==> config.mk <==
export PLATFORM = sky130hd
export DESIGN_NAME = uart_rx_drain_ctrl
export DESIGN_NICKNAME = d
export VERILOG_FILES = /design/src/rtl/uart_rx_drain_ctrl.sv
export SDC_FILE = /design/constraint.sdc
export NUM_CORES = 1
export LEC_CHECK = 0
export ABC_AREA = 0
export CORE_ASPECT_RATIO = 0.75
export CORE_MARGIN = 2
export CORE_UTILIZATION = 24
export CTS_BUF_LIST = sky130_fd_sc_hd__clkbuf_2
export CTS_CLUSTER_DIAMETER = 150
export DETAILED_ROUTE_END_ITERATION = 10
export SETUP_SLACK_MARGIN = 0.05
export SLEW_MARGIN = 30
export SYNTH_ARGS = -nofsm -noshare
export SYNTH_HDL_FRONTEND = slang
export SYNTH_SLANG_ARGS = --single-unit
==> constraint.sdc <==
create_clock -name UART_clk -period 5.1 [get_ports UART_clk]
set_input_delay 0.765 -clock UART_clk [delete_from_list [all_inputs] [get_ports UART_clk]]
set_output_delay 0.765 -clock UART_clk [all_outputs]
set_load 0.01 [all_outputs]
==> src/rtl/uart_rx_drain_ctrl.sv <==
// uart_rx_drain_ctrl
//   Read-side controller for the UART receive wrapper's 12-bit status FIFO.
//   Pops FIFO words, decodes FE/PE/BE flags, keeps saturating per-error
//   counters and delivers bytes (optionally dropping errored ones) to a
//   downstream consumer over a valid/ready handshake.
//
//   Optional feature macro: UART_RX_IRQ_EN (adds irq_mask/irq_ack/irq).
//
// Ports
//   UART_clk            system clock
//   rst                 synchronous active-high reset
//   empty               FIFO empty flag
//   rd_data[11:0]       FIFO word: [7:0] data, [8] FE, [9] PE, [10] rsvd, [11] BE
//   rd_en               FIFO pop strobe (rd_data valid the following cycle)
//   drop_err_en/cfg_we  drop-policy write value / write strobe
//   cnt_clr             synchronous clear of all counters
//   m_data/m_flags      delivered byte / flags {BE,PE,FE}
//   m_valid/m_ready     downstream handshake
//   frm/fe/pe/be/drop_cnt  saturating counters
//   irq_mask/irq_ack/irq   sticky error interrupt (UART_RX_IRQ_EN only)
module uart_rx_drain_ctrl #(
    parameter int unsigned CNT_W        = 8,
    parameter bit          DROP_DEFAULT = 1'b0
) (
    input  logic             UART_clk,
    input  logic             rst,
    input  logic             empty,
    input  logic [11:0]      rd_data,
    output logic             rd_en,
    input  logic             drop_err_en,
    input  logic             cfg_we,
    input  logic             cnt_clr,
    output logic [7:0]       m_data,
    output logic [2:0]       m_flags,
    output logic             m_valid,
    input  logic             m_ready,
    output logic [CNT_W-1:0] frm_cnt,
    output logic [CNT_W-1:0] fe_cnt,
    output logic [CNT_W-1:0] pe_cnt,
    output logic [CNT_W-1:0] be_cnt,
    output logic [CNT_W-1:0] drop_cnt
`ifdef UART_RX_IRQ_EN
    ,
    input  logic [2:0]       irq_mask,
    input  logic             irq_ack,
    output logic             irq
`endif
);

    typedef enum logic [1:0] {IDLE, POP, CAPT, PRESENT} state_t;

    state_t           r_state;
    logic             r_rd_en;
    logic             r_valid;
    logic [7:0]       r_data;
    logic [2:0]       r_flags;
    logic             r_drop;
    logic [CNT_W-1:0] r_frm_cnt;
    logic [CNT_W-1:0] r_fe_cnt;
    logic [CNT_W-1:0] r_pe_cnt;
    logic [CNT_W-1:0] r_be_cnt;
    logic [CNT_W-1:0] r_drop_cnt;

    logic [2:0]       w_flags;
    logic             w_drop;
    logic             w_unused_rsvd;

    assign w_flags       = {rd_data[11], rd_data[9], rd_data[8]};
    assign w_drop        = (w_flags != 3'b000) && r_drop;
    assign w_unused_rsvd = rd_data[10];

    function automatic logic [CNT_W-1:0] sat_inc(input logic [CNT_W-1:0] v,
                                                 input logic en);
        return (en && (v != '1)) ? v + CNT_W'(1) : v;
    endfunction

    // Control FSM; rd_en is asserted on entry to POP so it is high for exactly
    // the POP cycle, and rd_data is captured one cycle later in CAPT.
    always_ff @(posedge UART_clk) begin
        if (rst) begin
            r_state <= IDLE;
            r_rd_en <= 1'b0;
            r_valid <= 1'b0;
            r_data  <= '0;
            r_flags <= '0;
            r_drop  <= DROP_DEFAULT;
        end else begin
            if (cfg_we) begin
                r_drop <= drop_err_en;
            end
            r_rd_en <= 1'b0;
            case (r_state)
                IDLE: begin
                    if (!empty) begin
                        r_state <= POP;
                        r_rd_en <= 1'b1;
                    end
                end
                POP: begin
                    r_state <= CAPT;
                end
                CAPT: begin
                    if (w_drop) begin
                        r_state <= IDLE;
                    end else begin
                        r_data  <= rd_data[7:0];
                        r_flags <= w_flags;
                        r_valid <= 1'b1;
                        r_state <= PRESENT;
                    end
                end
                PRESENT: begin
                    if (r_valid && m_ready) begin
                        r_valid <= 1'b0;
                        if (!empty) begin
                            r_state <= POP;
                            r_rd_en <= 1'b1;
                        end else begin
                            r_state <= IDLE;
                        end
                    end
                end
                default: begin
                    r_state <= IDLE;
                end
            endcase
        end
    end

    // Counters: clear wins over any increment in the same cycle.
    always_ff @(posedge UART_clk) begin
        if (rst || cnt_clr) begin
            r_frm_cnt  <= '0;
            r_fe_cnt   <= '0;
            r_pe_cnt   <= '0;
            r_be_cnt   <= '0;
            r_drop_cnt <= '0;
        end else if (r_state == CAPT) begin
            r_frm_cnt  <= sat_inc(r_frm_cnt, 1'b1);
            r_fe_cnt   <= sat_inc(r_fe_cnt, w_flags[0]);
            r_pe_cnt   <= sat_inc(r_pe_cnt, w_flags[1]);
            r_be_cnt   <= sat_inc(r_be_cnt, w_flags[2]);
            r_drop_cnt <= sat_inc(r_drop_cnt, w_drop);
        end
    end

`ifdef UART_RX_IRQ_EN
    logic r_irq;

    // Set has priority over acknowledge.
    always_ff @(posedge UART_clk) begin
        if (rst) begin
            r_irq <= 1'b0;
        end else if ((r_state == CAPT) && ((w_flags & irq_mask) != 3'b000)) begin
            r_irq <= 1'b1;
        end else if (irq_ack) begin
            r_irq <= 1'b0;
        end
    end

    assign irq = r_irq;
`endif

    assign rd_en    = r_rd_en;
    assign m_valid  = r_valid;
    assign m_data   = r_data;
    assign m_flags  = r_flags;
    assign frm_cnt  = r_frm_cnt;
    assign fe_cnt   = r_fe_cnt;
    assign pe_cnt   = r_pe_cnt;
    assign be_cnt   = r_be_cnt;
    assign drop_cnt = r_drop_cnt;

endmodule

==> out/qor.tcl, run 1 <==
set qor(placementRows) 33
set qor(critical-path-top-delay-family) {buffers and inverters}
set qor(whs_path_depth) 2
set qor(cp.buffers_inverters) 1
set qor(syn-cell-area_sq_um) 2620
set qor(height_of_the_die_microns) 94.6
set qor(dieArea_sq_um) 11800
set qor(setup.worst_path.class) {primary input to flip-flop}
set qor(clock-sinks) 56
set qor(timing_max_transition_violations_final) 0
set qor(max_stage_delay_on_crit_path_ns) 0.94
set qor(mappedNetlistNets) 325
set qor(critical_path.startpoint_type) {primary input}
set qor(ant_nets) 0
set qor(post_route_core_utilization_pct) 32.2
set qor(dpl_cell_area_sq_um) 3440
set qor(ff2ff_setup_slack_ns) 2.94
set qor(initial_standard_cell_utilization_of_the_core_pct) 24.3
set qor(post_syn_instances) 297
set qor(rr_startpoint) {r_state[0]}
set qor(finish.net_count) 393
set qor(fmax_ghz) 0.418
set qor(synthFlopType) {sky130_fd_sc_hd__dfxtp_1}
set qor(min-delay-start) {m_data[6]}
set qor(power.density_cell_area_nw_per_um2) 228
set qor(timing.rr.end) {drop_cnt[5]}
set qor(setup_viol) 0
set qor(initial_antenna_violation_count) 0
set qor(arrival_ns) 2.79
set qor(insertion_delay_ns) 0.46
set qor(final_hold_viol_count) 0
set qor(grt_max_degree) 38
set qor(fin_skew_ns) 0.0236
set qor(chain_of_cells_forming_the_critical_path) {clkdlybuf4s50_1, or2_2, nor2_1, a31o_2}
set qor(setup_repair_after_global_routing_missed_its_margin) {false}
set qor(layout_worst_path_cycle_share_pct) 46.9
set qor(asr_flop_ratio_synth_pct) 0
set qor(final_area_sq_um) 3470
set qor(tns_ns) 0
set qor(synth.top_cells.by_area) {sky130_fd_sc_hd__dfxtp_1 43%, sky130_fd_sc_hd__a21oi_1 5.5%, sky130_fd_sc_hd__nand2_1 5.4%}
set qor(cts_htree_levels) 2
set qor(dp.final_hpwl_microns) 4710
set qor(footprint_of_the_multi_input_gates_sq_um) 1420
set qor(crit_required_ns) 5.50
set qor(status) {complete, no violations}
set qor(drt_first_iter_violations) 121
set qor(clock_tree.buffer_depth) 2
set qor(r2r.worst_path.cells) 6
set qor(detail_route.first_pass.iterations) 4
set qor(vias_per_cell) 4.73
set qor(peakVddDrop_v) 0.0000766
set qor(synth-seq-cells) 56
set qor(die_w_microns) 125
set qor(synth-edff-count) 0
set qor(portBuffers) 70
set qor(antenna_cells_inserted) 0
set qor(synth.yosys.seq_area_share_pct) 42.7
set qor(cts-root-buf) {sky130_fd_sc_hd__clkbuf_2}
set qor(area_delta_synth_final_pct) 32.4
set qor(critPathCaptureType) {flip-flop}
set qor(layout-drive-gt1-share_pct) 4.66
set qor(period_needed_ns) 2.39
set qor(netlist.area_leader.share_pct) 42.7
set qor(worst_hold_path.endpoint) {m_data[6]}
set qor(cts_repair_resize_count) 0
set qor(core_sq_um) 10800
set qor(cts_hold_buf) 0
set qor(timing.critical_path.fanout_max) 37
set qor(postCtsSetupRepairBufs) 0
set qor(synth_most_common_cell) {sky130_fd_sc_hd__dfxtp_1}
set qor(drc) 0
set qor(number_of_warning_messages_in_the_yosys_log) 0
set qor(floorplan.io_pins) 72
set qor(detailroute.via_count) 2387
set qor(post_synth.cell_area_avg_sq_um) 8.83
set qor(fillers) 1125
set qor(synth_top_area_cell) {sky130_fd_sc_hd__dfxtp_1}
set qor(via_count_of_the_first_global_routing_pass) 2145
set qor(cpMaxStageDelayCell) {sky130_fd_sc_hd__clkdlybuf4s50_1}
set qor(cts_tree) {built}
set qor(grt_pass1_wl_microns) 10600
set qor(tightest_slew_ns) 0.736
set qor(yosysUniqueCellTypes) 47
set qor(cts_inserted_buffers) 5
set qor(grt_overflow) 0
set qor(gp_routability_congestion) 0.785
set qor(cts.clk_slew.worst_paths_ns) 0.28
set qor(hold_path.class) {flip-flop to flip-flop}
set qor(timing.slew.headroom_pct) 50.8
set qor(post_drt_wl_per_cell_microns) 12.8
set qor(postRouteWirelength_microns) 6460
set qor(globalRouteTotalUtil_pct) 11.1
set qor(netlist_top_cells_count) {56 x sky130_fd_sc_hd__dfxtp_1, 38 x sky130_fd_sc_hd__nand2_1, 34 x sky130_fd_sc_hd__nor2_1}
set qor(final-seq-area_sq_um) 1120
set qor(total_leakage_power_uw) 0.00115
set qor(cap_viol_max_count) 0
==> worst max-delay path by stage <==
stage          startpoint          to  slack (ns)  cells after the start
5_1_grt               rst   be_cnt[7]        2.60                      4
3_5_place_dp          rst   be_cnt[7]        2.13                      4
6_report              rst   be_cnt[7]        2.71                      4
2_1_floorplan  rd_data[8]  m_flags[0]        3.33                      5
4_1_cts               rst   be_cnt[7]        2.69                      4
3_3_place_gp          rst   pe_cnt[7]        2.15                      4
==> metal layers <==
layer	vias to the layer above	global-route usage [%]	wire length [microns]
met5	-	0	0
met4	0	3.09	64
met3	8	3.17	292
met2	50	17.1	2820
met1	1125	15.1	3280
li1	1204	-	-
==> layout by cell type, fill, tap and decap left out, drive strengths merged, types with 5 or more instances in the layout <==
| cell type | n |
|---|---|
| clkdlybuf4s50 | 70 |
| dfxtp | 56 |
| nand2 | 39 |
| nor2 | 34 |
| a21oi | 29 |
| nand3 | 17 |
| xor2 | 10 |
| xnor2 | 9 |
| ha | 9 |
| o21ai | 9 |
| inv | 7 |
| mux2i | 6 |
| and4 | 5 |
| or4 | 5 |
| nand4 | 5 |
| clkbuf | 5 |
==> where the power goes <==
part	total, uW	internal [uW]	switching (uW)	leakage (uW)
sequential	474	458	15.6	0.000452
clock	166	28.2	138	0.0000239
combinational	151	68.8	81.8	0.000669
total	791	555	235	0.00115
==> layout make-up <==
| cell class | instances | share of cell area, % |
|---|---|---|
| multi-input cells | 225 | 40.8 |
| well taps | 140 | 5.04 |
| flip-flops and latches | 56 | 32.3 |
| clock inverters | 2 | 0.216 |
| clock buffers | 5 | 0.720 |
| repair buffers | 70 | 20.2 |
| inverters | 7 | 0.756 |
==> worst register-to-register path, cell delays in order (launching register included) <==
cell and delay (ns):
sky130_fd_sc_hd__dfxtp_1 0.39, sky130_fd_sc_hd__inv_1 0.12, sky130_fd_sc_hd__ha_1 0.50, sky130_fd_sc_hd__o311a_2 0.34, sky130_fd_sc_hd__o2111ai_4 0.16, sky130_fd_sc_hd__or4_1 0.44, sky130_fd_sc_hd__a21oi_1 0.16
==> cell families after synthesis <==
logic type	share of synthesized area, %
AO/OA/AOI/OAI	18.6
XOR/XNOR	6.34
adder cells (fa/ha/maj)	4.29
buffers and inverters	3.19
flip-flops	42.7
multiplexers	2.29
AND/OR/NAND/NOR	22.6
==> through the flow <==
stage	worst slack [ns]	power, uW	hold slack, ns	cells
after floorplan	3.33	573	0.481	297
after global placement	2.15	629	0.443	498
after detailed placement	2.13	634	0.447	498
after CTS	2.69	808	0.475	505
after global routing	2.60	843	0.485	505
final	2.71	791	0.472	505
==> registers in the layout, indices dropped and copies added (netlist names), 2 cells and up <==
name and cells:
pe_cnt 8, m_data 8, m_flags 3, r_state 2, frm_cnt 8, be_cnt 8
drop_cnt 8, fe_cnt 8
No activity file was read; power rests on OpenSTA's default activity.
==> run 2, diff against run 1 <==
==> constraint.sdc (replaced) <==
create_clock -name UART_clk -period 2.5 [get_ports UART_clk]
set_input_delay 0.375 -clock UART_clk [delete_from_list [all_inputs] [get_ports UART_clk]]
set_output_delay 0.375 -clock UART_clk [all_outputs]
set_load 0.01 [all_outputs]
==> run 2 against run 1 <==
Net effect:
- setup slack worse by 2.2 ns
- critical path type is now flip-flop to flip-flop
- global-route usage down 0.086 points
- highest routed layer unchanged
- clock power up 110%
- first-iteration DRC count up 12%
- sequential cell count unchanged
- die area unchanged
- register-to-register slack worse by 2.4 ns
==> out/qor.tcl, run 2 (same netlist as run 1, synthesis figures left out) <==
set qor(dieArea_sq_um) 11800
set qor(cap_viol_max_count) 0
set qor(cpMaxStageDelayCell) {sky130_fd_sc_hd__or4_1}
set qor(crit_required_ns) 2.90
set qor(critPathCaptureType) {flip-flop}
set qor(power.switching_fraction_pct) 29.3
set qor(fmax_ghz) 0.511
set qor(drc) 0
set qor(groute.layer.met2.usage_pct) 17.5
set qor(post_drt_wl_per_cell_microns) 12.7
set qor(placementRows) 33
set qor(cts.clk_slew.worst_paths_ns) 0.27
set qor(postRouteWirelength_microns) 6440
set qor(grt_pass1_wl_microns) 10700
set qor(grt_max_degree) 38
set qor(hold_slack_ns) 0.433
set qor(core_sq_um) 10800
set qor(setup_repair_after_global_routing_missed_its_margin) {false}
set qor(final_hold_viol_count) 0
set qor(critical_path.startpoint_type) {flip-flop}
set qor(clkPwrFrac_pct) 21.1
set qor(insertion_delay_ns) 0.44
set qor(ant_nets) 0
set qor(use_met1_pct) 14.5
set qor(height_of_the_die_microns) 94.6
set qor(chain_of_cells_forming_the_critical_path) {inv_1, ha_1, o311a_2, o2111ai_4, or4_1, a21oi_1}
set qor(max_stage_delay_on_crit_path_ns) 0.43
set qor(cts_hold_buf) 0
set qor(vias_per_cell) 4.66
set qor(portBuffers) 70
set qor(initial_antenna_violation_count) 0
set qor(timing_max_transition_violations_final) 0
set qor(peakVddDrop_v) 0.000161
set qor(setup_viol) 0
set qor(globalRouteTotalUtil_pct) 11.0
set qor(antenna_cells_inserted) 0
set qor(die_w_microns) 125
set qor(cp.buffers_inverters) 1
set qor(tightest_slew_ns) 0.449
set qor(top_usage_layer) {met2}
set qor(postCtsSetupRepairBufs) 0
set qor(tns_ns) 0
set qor(layout_worst_path_cycle_share_pct) 78.2
set qor(timing.critical_path.fanout_max) 8
set qor(clock_tree.buffer_depth) 2
set qor(seqPwrFrac_pct) 59.4
set qor(groute.layer.met3.usage_pct) 3.17
set qor(finish.net_count) 397
set qor(hold_path.class) {primary input to flip-flop}
set qor(status) {complete, no violations}
set qor(drt_first_iter_violations) 136
set qor(cts_inserted_buffers) 5
set qor(dp.final_hpwl_microns) 4740
set qor(power.density_cell_area_nw_per_um2) 462
set qor(gp_routability_congestion) 0.772
set qor(arrival_ns) 2.36
set qor(critical-path-top-delay-family) {compound AO/OA/AOI/OAI gates}
set qor(clock-sinks) 56
set qor(layout_common_cells) {70 x sky130_fd_sc_hd__clkdlybuf4s50_1, 56 x sky130_fd_sc_hd__dfxtp_1, 38 x sky130_fd_sc_hd__nand2_1, 34 x sky130_fd_sc_hd__nor2_1, 29 x sky130_fd_sc_hd__a21oi_1}
set qor(cts-root-buf) {sky130_fd_sc_hd__clkbuf_2}
set qor(layout-drive-gt1-share_pct) 6.23
set qor(via_count_of_the_first_global_routing_pass) 2263
set qor(grt_overflow) 0
set qor(initial_standard_cell_utilization_of_the_core_pct) 24.3
set qor(total_leakage_power_uw) 0.00118
set qor(cts_tree) {built}
set qor(area_delta_synth_final_pct) 34.1
set qor(detailroute.via_count) 2374
set qor(period_needed_ns) 1.96
set qor(cts_repair_resize_count) 0
set qor(layout_commonest_cell) {sky130_fd_sc_hd__clkdlybuf4s50_1}
set qor(floorplan.io_pins) 72
set qor(comb_power_share_pct) 19.5
set qor(cts_htree_levels) 2
set qor(timing.slew.headroom_pct) 70.0
set qor(net-switching-power_uw) 477
set qor(setup.worst_path.class) {flip-flop to flip-flop}
set qor(fin_skew_ns) 0.0213
set qor(fillers) 1137
set qor(power_report.internal_total_uw) 1150
set qor(detail_route.first_pass.iterations) 4
run 2: layout make-up:
type                       count  area, sq um  area share (%)
multi-input combinational    225         1420            40.3
tap                          140          175            4.98
timing repair buffer          74          743            21.1
clock inverter                 1         5.00           0.142
clock buffer                   6         30.0           0.853
sequential                    56         1120            31.9
inverter                       7         26.3           0.747
run 2: power groups by stage:
stage	combinational (uW)	sequential, uW	clock [uW]
detailed placement	320	983	0
global placement	312	981	0
CTS	322	967	375
floorplan	177	992	0
global route	353	974	395
finish	317	966	344
run 2: worst paths after layout:
path                   start          end  slack (ns)  cells after the start
setup / recovery  r_state[0]  drop_cnt[5]        0.54                      6
hold / removal    rd_data[2]    m_data[2]        0.43                      3
setup reg to reg  r_state[0]  drop_cnt[5]        0.54                      6
hold reg to reg    m_data[5]    m_data[5]        0.48                      2
run 2: through the flow:
step                total power, uW  utilization (%)  instances  setup slack, ns  instance area (sq um)
floorplan                      1170                -        297            0.848                   2620
global placement               1290             32.3        502            0.326                   3480
detailed placement             1300             32.3        502            0.305                   3480
CTS                            1660             32.7        509            0.478                   3520
global route                   1720             32.7        509            0.392                   3520
finish                         1630             32.7        509            0.545                   3520
run 2: worst min-delay path, cell delays in order:
cell and delay (ns):
sky130_fd_sc_hd__clkdlybuf4s50_1 0.40, sky130_fd_sc_hd__nand2_1 0.06, sky130_fd_sc_hd__a21oi_1 0.05
run 2: routing by layer:
metal,up-vias,wire length (microns)
li1,1203,-
met1,1114,3160
met2,53,2920
met3,4,316
met4,0,40
met5,-,0
